### config.mk
export PLATFORM = sky130hd
export DESIGN_NAME = instr_fetch_aligner
export DESIGN_NICKNAME = d
export VERILOG_FILES = /design/src/rtl/instr_fetch_aligner.sv
export SDC_FILE = /design/constraint.sdc
export NUM_CORES = 1
export LEC_CHECK = 0
export ABC_CLOCK_PERIOD_IN_PS = 6160
export CORE_MARGIN = 5
export CORE_UTILIZATION = 40
export CTS_CLUSTER_DIAMETER = 40
export CTS_CLUSTER_SIZE = 16
export DETAILED_ROUTE_END_ITERATION = 12
export GPL_TIMING_DRIVEN = 0
export PLACE_DENSITY = 0.74
export SLEW_MARGIN = 15
export SYNTH_ARGS = -nofsm -noshare
export SYNTH_HDL_FRONTEND = slang
export SYNTH_SLANG_ARGS = --single-unit
### constraint.sdc
create_clock -name clk -period 6.16 [get_ports clk]
set_clock_uncertainty 0.2 [all_clocks]
set_input_delay 1.54 -clock clk [delete_from_list [all_inputs] [get_ports clk]]
set_output_delay 1.54 -clock clk [all_outputs]
set_load 0.005 [all_outputs]
### src/rtl/instr_fetch_aligner.sv
// rtl/instr_fetch_aligner.sv - realigns word fetches into 32-bit instructions with PC
// Up to three buffered halfwords; C.ADDI/C.NOP expand to ADDI, other compressed forms are illegal.
module instr_fetch_aligner #(
  parameter logic [31:0] RESET_PC = 32'h0000_0000
) (
  input  logic        clk,
  input  logic        rst_n,
  input  logic        flush_i,
  input  logic [31:0] flush_pc_i,
  input  logic        fetch_valid_i,
  output logic        fetch_ready_o,
  input  logic [31:0] fetch_data_i,
  output logic        instr_valid_o,
  input  logic        instr_ready_i,
  output logic [31:0] instr_o,
  output logic [31:0] instr_pc_o,
  output logic        instr_compressed_o,
  output logic        instr_illegal_o
);

  logic [2:0][15:0] hw_q, hw_n;
  logic [1:0]       cnt_q, cnt_n;
  logic [31:0]      pc_q, pc_n;
  logic             skip_q, skip_n;

  logic             is32;
  logic             is_caddi;
  logic [15:0]      c;
  logic [11:0]      imm;
  logic [4:0]       rd;
  logic             pop;
  logic             fire;
  logic [1:0]       pop_n;
  logic [1:0]       cnt_pop;

  assign c        = hw_q[0];
  assign is32     = (c[1:0] == 2'b11);
  assign is_caddi = (c[15:13] == 3'b000) && (c[1:0] == 2'b01);
  assign imm      = {{6{c[12]}}, c[12], c[6:2]};
  assign rd       = c[11:7];

  assign fetch_ready_o = (cnt_q <= 2'd1) && !flush_i;
  assign instr_valid_o = !flush_i && (((cnt_q >= 2'd1) && !is32) || (cnt_q >= 2'd2));
  assign instr_pc_o    = pc_q;

  always_comb begin
    instr_o            = 32'h0;
    instr_compressed_o = 1'b0;
    instr_illegal_o    = 1'b0;
    if (instr_valid_o) begin
      if (is32) begin
        instr_o = {hw_q[1], hw_q[0]};
      end else begin
        instr_compressed_o = 1'b1;
        if (is_caddi) instr_o = {imm, rd, 3'b000, rd, 7'b0010011};
        else          instr_illegal_o = 1'b1;
      end
    end
  end

  assign pop     = instr_valid_o && instr_ready_i;
  assign fire    = fetch_valid_i && fetch_ready_o;
  assign pop_n   = pop ? (is32 ? 2'd2 : 2'd1) : 2'd0;
  assign cnt_pop = cnt_q - pop_n;

  // Pop shifts the buffer down first; an accepted fetch then lands at the new tail.
  always_comb begin
    hw_n   = hw_q >> {pop_n, 4'b0000};
    cnt_n  = cnt_pop;
    pc_n   = pc_q + {29'b0, pop_n, 1'b0};
    skip_n = skip_q;
    if (fire) begin
      if (skip_q) begin
        if (cnt_pop == 2'd0) hw_n[0] = fetch_data_i[31:16];
        else                 hw_n[1] = fetch_data_i[31:16];
        cnt_n  = cnt_pop + 2'd1;
        skip_n = 1'b0;
      end else begin
        if (cnt_pop == 2'd0) begin
          hw_n[0] = fetch_data_i[15:0];
          hw_n[1] = fetch_data_i[31:16];
        end else begin
          hw_n[1] = fetch_data_i[15:0];
          hw_n[2] = fetch_data_i[31:16];
        end
        cnt_n = cnt_pop + 2'd2;
      end
    end
    if (flush_i) begin
      hw_n   = '0;
      cnt_n  = 2'd0;
      pc_n   = flush_pc_i & ~32'h1;
      skip_n = flush_pc_i[1];
    end
  end

  always_ff @(posedge clk or negedge rst_n) begin
    if (!rst_n) begin
      hw_q   <= '0;
      cnt_q  <= 2'd0;
      pc_q   <= RESET_PC & ~32'h1;
      skip_q <= RESET_PC[1];
    end else begin
      hw_q   <= hw_n;
      cnt_q  <= cnt_n;
      pc_q   <= pc_n;
      skip_q <= skip_n;
    end
  end

endmodule

==> run_results.csv, run 1 <==
group,metric,value,unit
status,status,"complete, no violations",
global_route,grt-ovfl-total,0,
sta,fin_ws,399,ps
final_layout,nets,925,
clock_tree,cts_root_buffer,"clkbuf_16",
clock_tree,cts.sinks,82,
clock_tree,cts_buffers,9,
routing,first_pass_iters,6,
power,p_leak,2.90,nW
synth,dominantRegCellSynth,"dfrtp_1",
clock_tree,cts_max_path_buffers,2,
critical_path,cp.arrival,5820,ps
routing,wire_per_inst,20.5,µm
power,seqPwrFrac,0.373,
critical_path,end_kind,"flop",
power,finalPower,0.00199,W
sta,max_clock_freq,174,MHz
min_path,worstHoldPathCells,2,
synth,ys_types,58,
clock_tree,insertion_delay,350,ps
sta,rsz0062_at_grt,"false",
critical_path,cp.required,6220,ps
routing,drt_iter0_markers,720,
power,p_per_area,259,mW/mm²
power,combinationalPowerShare,0.369,
placement,numPortBuffers,133,
flow_run,maxCapViolations,0,
final_layout,fill_cells,1368,
placement,place_inst,1024,
placement,place_congestion,0.968,
critical_path,criticalPathCategory,"in2reg",
min_path,hold_start,"c[3]",
global_route,grt_pass1_wl,32.6,mm
clock_tree,htree_levels,3,
sta,fin_crit_sh,0.935,
final_layout,instances_no_fill,1040,
global_route,antenna_found_initial,0,
clock_tree,cts_tree,"done",
sta,worst_pin_slew,718,ps
critical_path,path_max_fanout,10,
critical_path,critPathLaunchType,"primary input",
routing,wl_met1,9.30,mm
floorplanning,num_rows,44,
sta,max_slew_margin,0.521,
routing,drc,0,
sta,period_minus_slack,5760,ps
power,p_switching,0.000766,W
synth,syn_inst,706,
global_route,grt_max_degree,48,
critical_path,startpoint,"instr_ready_i",
critical_path,rrSetupSlack,1310,ps
final_layout,drive_gt1_frac,0.0374,
sta,setup_tns,0,ps
routing,met2WireLength,9.61,mm
routing,routed-wl-met3,2.00,mm
clock_tree,hold_buffers,0,
critical_path,rr_worst_depth,15,
min_path,hold_path.class,"reg2reg",
floorplanning,die_h,131,µm
routing,via_count,6312,
floorplanning,die_width,131,µm
final_layout,syn_to_final_growth,31.9,%
floorplanning,coreArea,0.0144,mm²
power,cell_internal_pwr,0.00123,W
routing,ant_nets,0,
global_route,first_global_vias,5893,
placement,pre_cts_ws,-213,ps
critical_path,worstReg2RegEnd,"hw_q[24]",
synth,synth_edf_count,0,
routing,via_per_inst,6.07,
synth,yosys_warnings,0,
synth,ys_seq_area_frac,0.352,
power,peakVddDrop,0.162,mV
clock_tree,clkTransAtPathRegs,60,ps
sta,drv_slew,0,
clock_tree,cts_setup_buffers,0,
min_path,hold_path_end,"c[3]",
sta,finalHoldViolations,0,
floorplanning,start_util,0.405,
synth,syn_avg_cell_area,8.27,µm²
synth,synthesis.nets,780,
routing,wl,21.3,mm
synth,synth_area,0.00584,mm²
placement,post-dp-hpwl,16.5,mm
floorplanning,ioPinCount,137,
floorplanning,die_area,0.0171,mm²
power,switching_share,0.384,
sta,finalSetupViolations,0,
synth,async_flop_share,1.00,
final_layout,antenna_cells,0,
sta,fin_hold_ws,381,ps
routing,routed.top_layer,"met4",
global_route,track_usage,0.245,
synth,synth_seq_cells,82,
critical_path,rr_startpoint,"c[0]",
power,clockPowerShare,0.259,
## layout by cell type (no fill, tap or decap), types with 6 or more instances in the layout
master	netlist	routed
a211oi_1	18	18
a21o_1	30	30
a21oi_1	36	36
a222oi_1	15	15
a311oi_1	14	14
a31oi_1	10	10
a32oi_1	30	30
and2_1	16	16
buf_1	12	11
clkbuf_1	56	55
clkbuf_16	0	9
clkdlybuf4s50_1	0	132
dfrtp_1	82	82
inv_1	9	9
mux2i_1	19	19
nand2_1	131	131
nand3_1	32	32
nand4_1	6	6
nor2_1	21	21
nor2b_1	21	21
nor3_1	6	6
nor3b_1	16	16
nor4_1	6	6
nor4b_1	15	15
o21ai_0	12	12
o31ai_1	8	8
or4_1	11	11
xnor2_1	9	9
## flip-flops by register name, summed over array words and instances, names as in the netlist
register and count:
cnt_q 2, instr_pc_o 31, hw_q 32, skip_q 1, c 16
## worst max path at each step
stage	to	slack, ps	cells past startpoint
after floorplan	hw_q[40]	1010	17
after global placement	hw_q[21]	-180	16
after detailed placement	hw_q[21]	-210	16
after CTS	hw_q[22]	70	16
after global routing	hw_q[43]	30	17
final	hw_q[24]	400	16
## through the flow
stage / utilization / instance area, µm²
floorplan: - / 5840
global placement: 0.513 / 7400
detailed placement: 0.515 / 7420
CTS: 0.534 / 7700
global route: 0.534 / 7700
finish: 0.534 / 7700
## per-layer routing
metal,track usage,vias up
met5,0,-
met4,0.0732,0
met3,0.0419,28
met2,0.379,335
met1,0.350,3020
li1,-,2929
## critical path, stage by stage
cell	delay [ps]
clkdlybuf4s50_1	450
nor2b_1	160
o21ai_1	230
clkbuf_2	310
clkbuf_2	320
nor2_1	120
ha_1	240
xnor2_1	160
a21boi_0	270
nand2b_1	180
ha_1	300
nor4bb_1	300
clkbuf_1	220
clkbuf_1	520
a222oi_1	260
a32oi_1	220
## cell families (layout without fill, tap and decap cells)
kind of cell,Yosys count,in the layout,synth area share
other,1,1,0.000642
adder cells (fa/ha/maj),5,5,0.0120
multiplexers,22,22,0.0384
XOR/XNOR,14,14,0.0210
buffers and inverters,80,230,0.0536
flip-flops,82,82,0.352
AND/OR/NAND/NOR,305,305,0.274
AO/OA/AOI/OAI,197,197,0.249
## power by group through the flow
stage	logic (W)	clock network [W]	registers (W)
2_1_floorplan	0.000442	0	0.000712
3_3_place_gp	0.000702	0	0.000745
3_5_place_dp	0.000717	0	0.000746
4_1_cts	0.000720	0.000514	0.000738
5_1_grt	0.000793	0.000540	0.000755
6_report	0.000734	0.000516	0.000742
## final cells by class
cell class                 instances  area, µm²  share of cell area
sequential                        82       2050               0.266
timing repair buffer             134       1360               0.176
tap                              184        230              0.0299
buffer                            71        283              0.0367
clock inverter                     5       30.0             0.00390
clock buffer                      11        243              0.0315
multi-input combinational        544       3470               0.451
inverter                           9       33.8             0.00439
## Yosys cell counts (3+ instances only)
cell / count / area [µm²]
o31ai_1: 8 / 60.1
nor2b_1: 21 / 131
and3_1: 5 / 31.3
a211oi_1: 18 / 135
a311oi_1: 14 / 123
xnor2_1: 9 / 78.8
a31oi_1: 10 / 62.6
a21o_1: 30 / 225
nand4_1: 6 / 37.5
nand2_1: 131 / 492
mux2_2: 3 / 33.8
nor2_1: 21 / 78.8
a21boi_0: 3 / 22.5
mux2i_1: 19 / 190
nor4b_1: 15 / 131
nand3_1: 32 / 160
inv_1: 9 / 33.8
nor3_1: 6 / 30.0
a21oi_1: 36 / 180
nand2b_1: 4 / 25.0
nor3b_1: 16 / 120
dfrtp_1: 82 / 2050
and2_1: 16 / 100
a22oi_1: 4 / 30.0
or4_1: 11 / 82.6
ha_1: 4 / 50.1
a222oi_1: 15 / 150
a32oi_1: 30 / 263
and4_1: 5 / 43.8
buf_1: 12 / 45.0
clkbuf_1: 56 / 210
xor2_1: 5 / 43.8
o21ai_0: 12 / 60.1
nor4_1: 6 / 37.5
o21a_1: 3 / 22.5
## repair_timing
action                                 4_1_cts  5_1_grt
gates resized for setup                      0        5
endpoints found under the hold margin        0        0
setup endpoints to repair                    0       33
No activity file was read; power rests on OpenSTA's default activity.
==> run 2, diff against run 1 <==
- GPL_TIMING_DRIVEN: 0 -> not set
==> run_results.csv, run 2 (synthesized netlist as in run 1, its figures left out) <==
group,metric,value,unit
status,status,"complete, no violations",
routing,drc,0,
global_route,grt_max_degree,78,
sta,worst_pin_slew,876,ps
global_route,track_usage,0.219,
sta,fin_crit_sh,0.838,
routing,via_count,6009,
final_layout,largest_reg_flops,32,
final_layout,antenna_cells,0,
floorplanning,num_rows,44,
critical_path,path_max_fanout,20,
global_route,grt-busiest-layer,"met2",
placement,place_inst,967,
placement,place_congestion,0.854,
sta,max_slew_margin,0.416,
global_route,grt_use_met1,0.307,
global_route,grt_pass1_wl,29.6,mm
final_layout,area.sequential,0.00205,mm²
clock_tree,htree_levels,3,
placement,numPortBuffers,134,
critical_path,cp.arrival,3420,ps
clock_tree,cts_setup_buffers,0,
critical_path,cpPeakStageDelay,700,ps
final_layout,fill_cells,1361,
critical_path,criticalPathCategory,"in2out",
sta,max_clock_freq,194,MHz
routing,drt_iter0_markers,621,
critical_path,crit_chain,"buf_4, or3_1, inv_1, and2_1, clkdlybuf4s50_1",
final_layout,multiInputGateArea,0.00351,mm²
clock_tree,cts_tree,"done",
floorplanning,die_area,0.0171,mm²
final_layout,nets,868,
final_layout,final_cell_mix,"132 x clkdlybuf4s50_1, 131 x nand2_1, 81 x dfrtp_1",
flow_run,maxCapViolations,0,
sta,fin_hold_ws,372,ps
power,p_per_area,266,mW/mm²
sta,period_minus_slack,5160,ps
sta,setup_tns,0,ps
clock_tree,cts_buffers,9,
floorplanning,ioPinCount,137,
floorplanning,coreArea,0.0144,mm²
global_route,first_global_vias,5608,
final_layout,layout_commonest_cell,"clkdlybuf4s50_1",
floorplanning,die_width,131,µm
routing,first_pass_iters,7,
clock_tree,cts_max_path_buffers,2,
global_route,use_met2,0.340,
clock_tree,clkTransAtPathRegs,60,ps
critical_path,rrSetupSlack,2230,ps
global_route,grt-ovfl-total,0,
final_layout,drive_gt1_frac,0.0538,
sta,drv_slew,0,
power,peakVddDrop,0.146,mV
final_layout,syn_to_final_growth,29.9,%
clock_tree,hold_buffers,0,
sta,rsz0062_at_grt,"false",
power,p_leak,2.88,nW
clock_tree,insertion_delay,350,ps
clock_tree,cts_root_buffer,"clkbuf_16",
final_layout,instances_no_fill,983,
final_layout,fin_area,0.00758,mm²
routing,ant_nets,0,
sta,finalSetupViolations,0,
floorplanning,die_h,131,µm
final_layout,regMostFlops,"hw_q",
critical_path,critPathLaunchType,"primary input",
placement,dpl_cell_area,0.00727,mm²
min_path,hold_path.class,"reg2reg",
floorplanning,start_util,0.405,
routing,wl,18.8,mm
clock_tree,cts.sinks,82,
critical_path,slowest_stage,"or3_1",
routing,wire_per_inst,19.1,µm
global_route,met3_usage,0.0374,
global_route,antenna_found_initial,0,
placement,post-dp-hpwl,12.5,mm
routing,via_per_inst,6.11,
critical_path,end_kind,"output pin",
clock_tree,ctsResizeCount,0,
sta,finalHoldViolations,0,
critical_path,cp.required,4420,ps
## run 2: worst paths after layout
| check | start | to | cells past startpoint |
|---|---|---|---|
| max | flush_i | instr_o[7] | 5 |
| min | instr_pc_o[31] | instr_pc_o[31] | 2 |
| max reg2reg | c[0] | hw_q[44] | 13 |
| min reg2reg | instr_pc_o[31] | instr_pc_o[31] | 2 |
| max in group asynchronous | rst_n | skip_q | 2 |
| min in group asynchronous | rst_n | instr_pc_o[30] | 1 |
## run 2: worst max-delay path, delay by kind of cell
kind | cells | cell delay [ps]
buffers and inverters | 3 | 970
AND/OR/NAND/NOR | 2 | 880
## run 2: per-stage QoR
step / setup slack [ps] / utilization / total power (W)
after detailed placement: 789 / 0.504 / 0.00143
after CTS: 1010 / 0.526 / 0.00202
after global routing: 785 / 0.526 / 0.00213
after floorplan: 1010 / - / 0.00115
after global placement: 863 / 0.504 / 0.00142
final: 1000 / 0.526 / 0.00202
## run 2: where the power goes
group          switching [W]  internal (W)  leakage (nW)
registers           0.000116      0.000633          1.05
logic               0.000375      0.000309          1.68
clock network       0.000228      0.000357         0.147
## run 2: area by class of cell
cell class                      instances  share of cell area
Inverter                                9             0.00445
Timing Repair Buffer                  148               0.190
Multi-Input combinational cell        544               0.463
Clock inverter                          4              0.0101
Clock buffer                           12              0.0312
Tap cell                              184              0.0304
Sequential cell                        82               0.271
## run 2: layer usage
layer | vias to the layer above | share of wire
met5 | - | 0
met4 | 0 | 0.026
met3 | 40 | 0.090
met2 | 284 | 0.45
met1 | 2858 | 0.43
li1 | 2827 | -
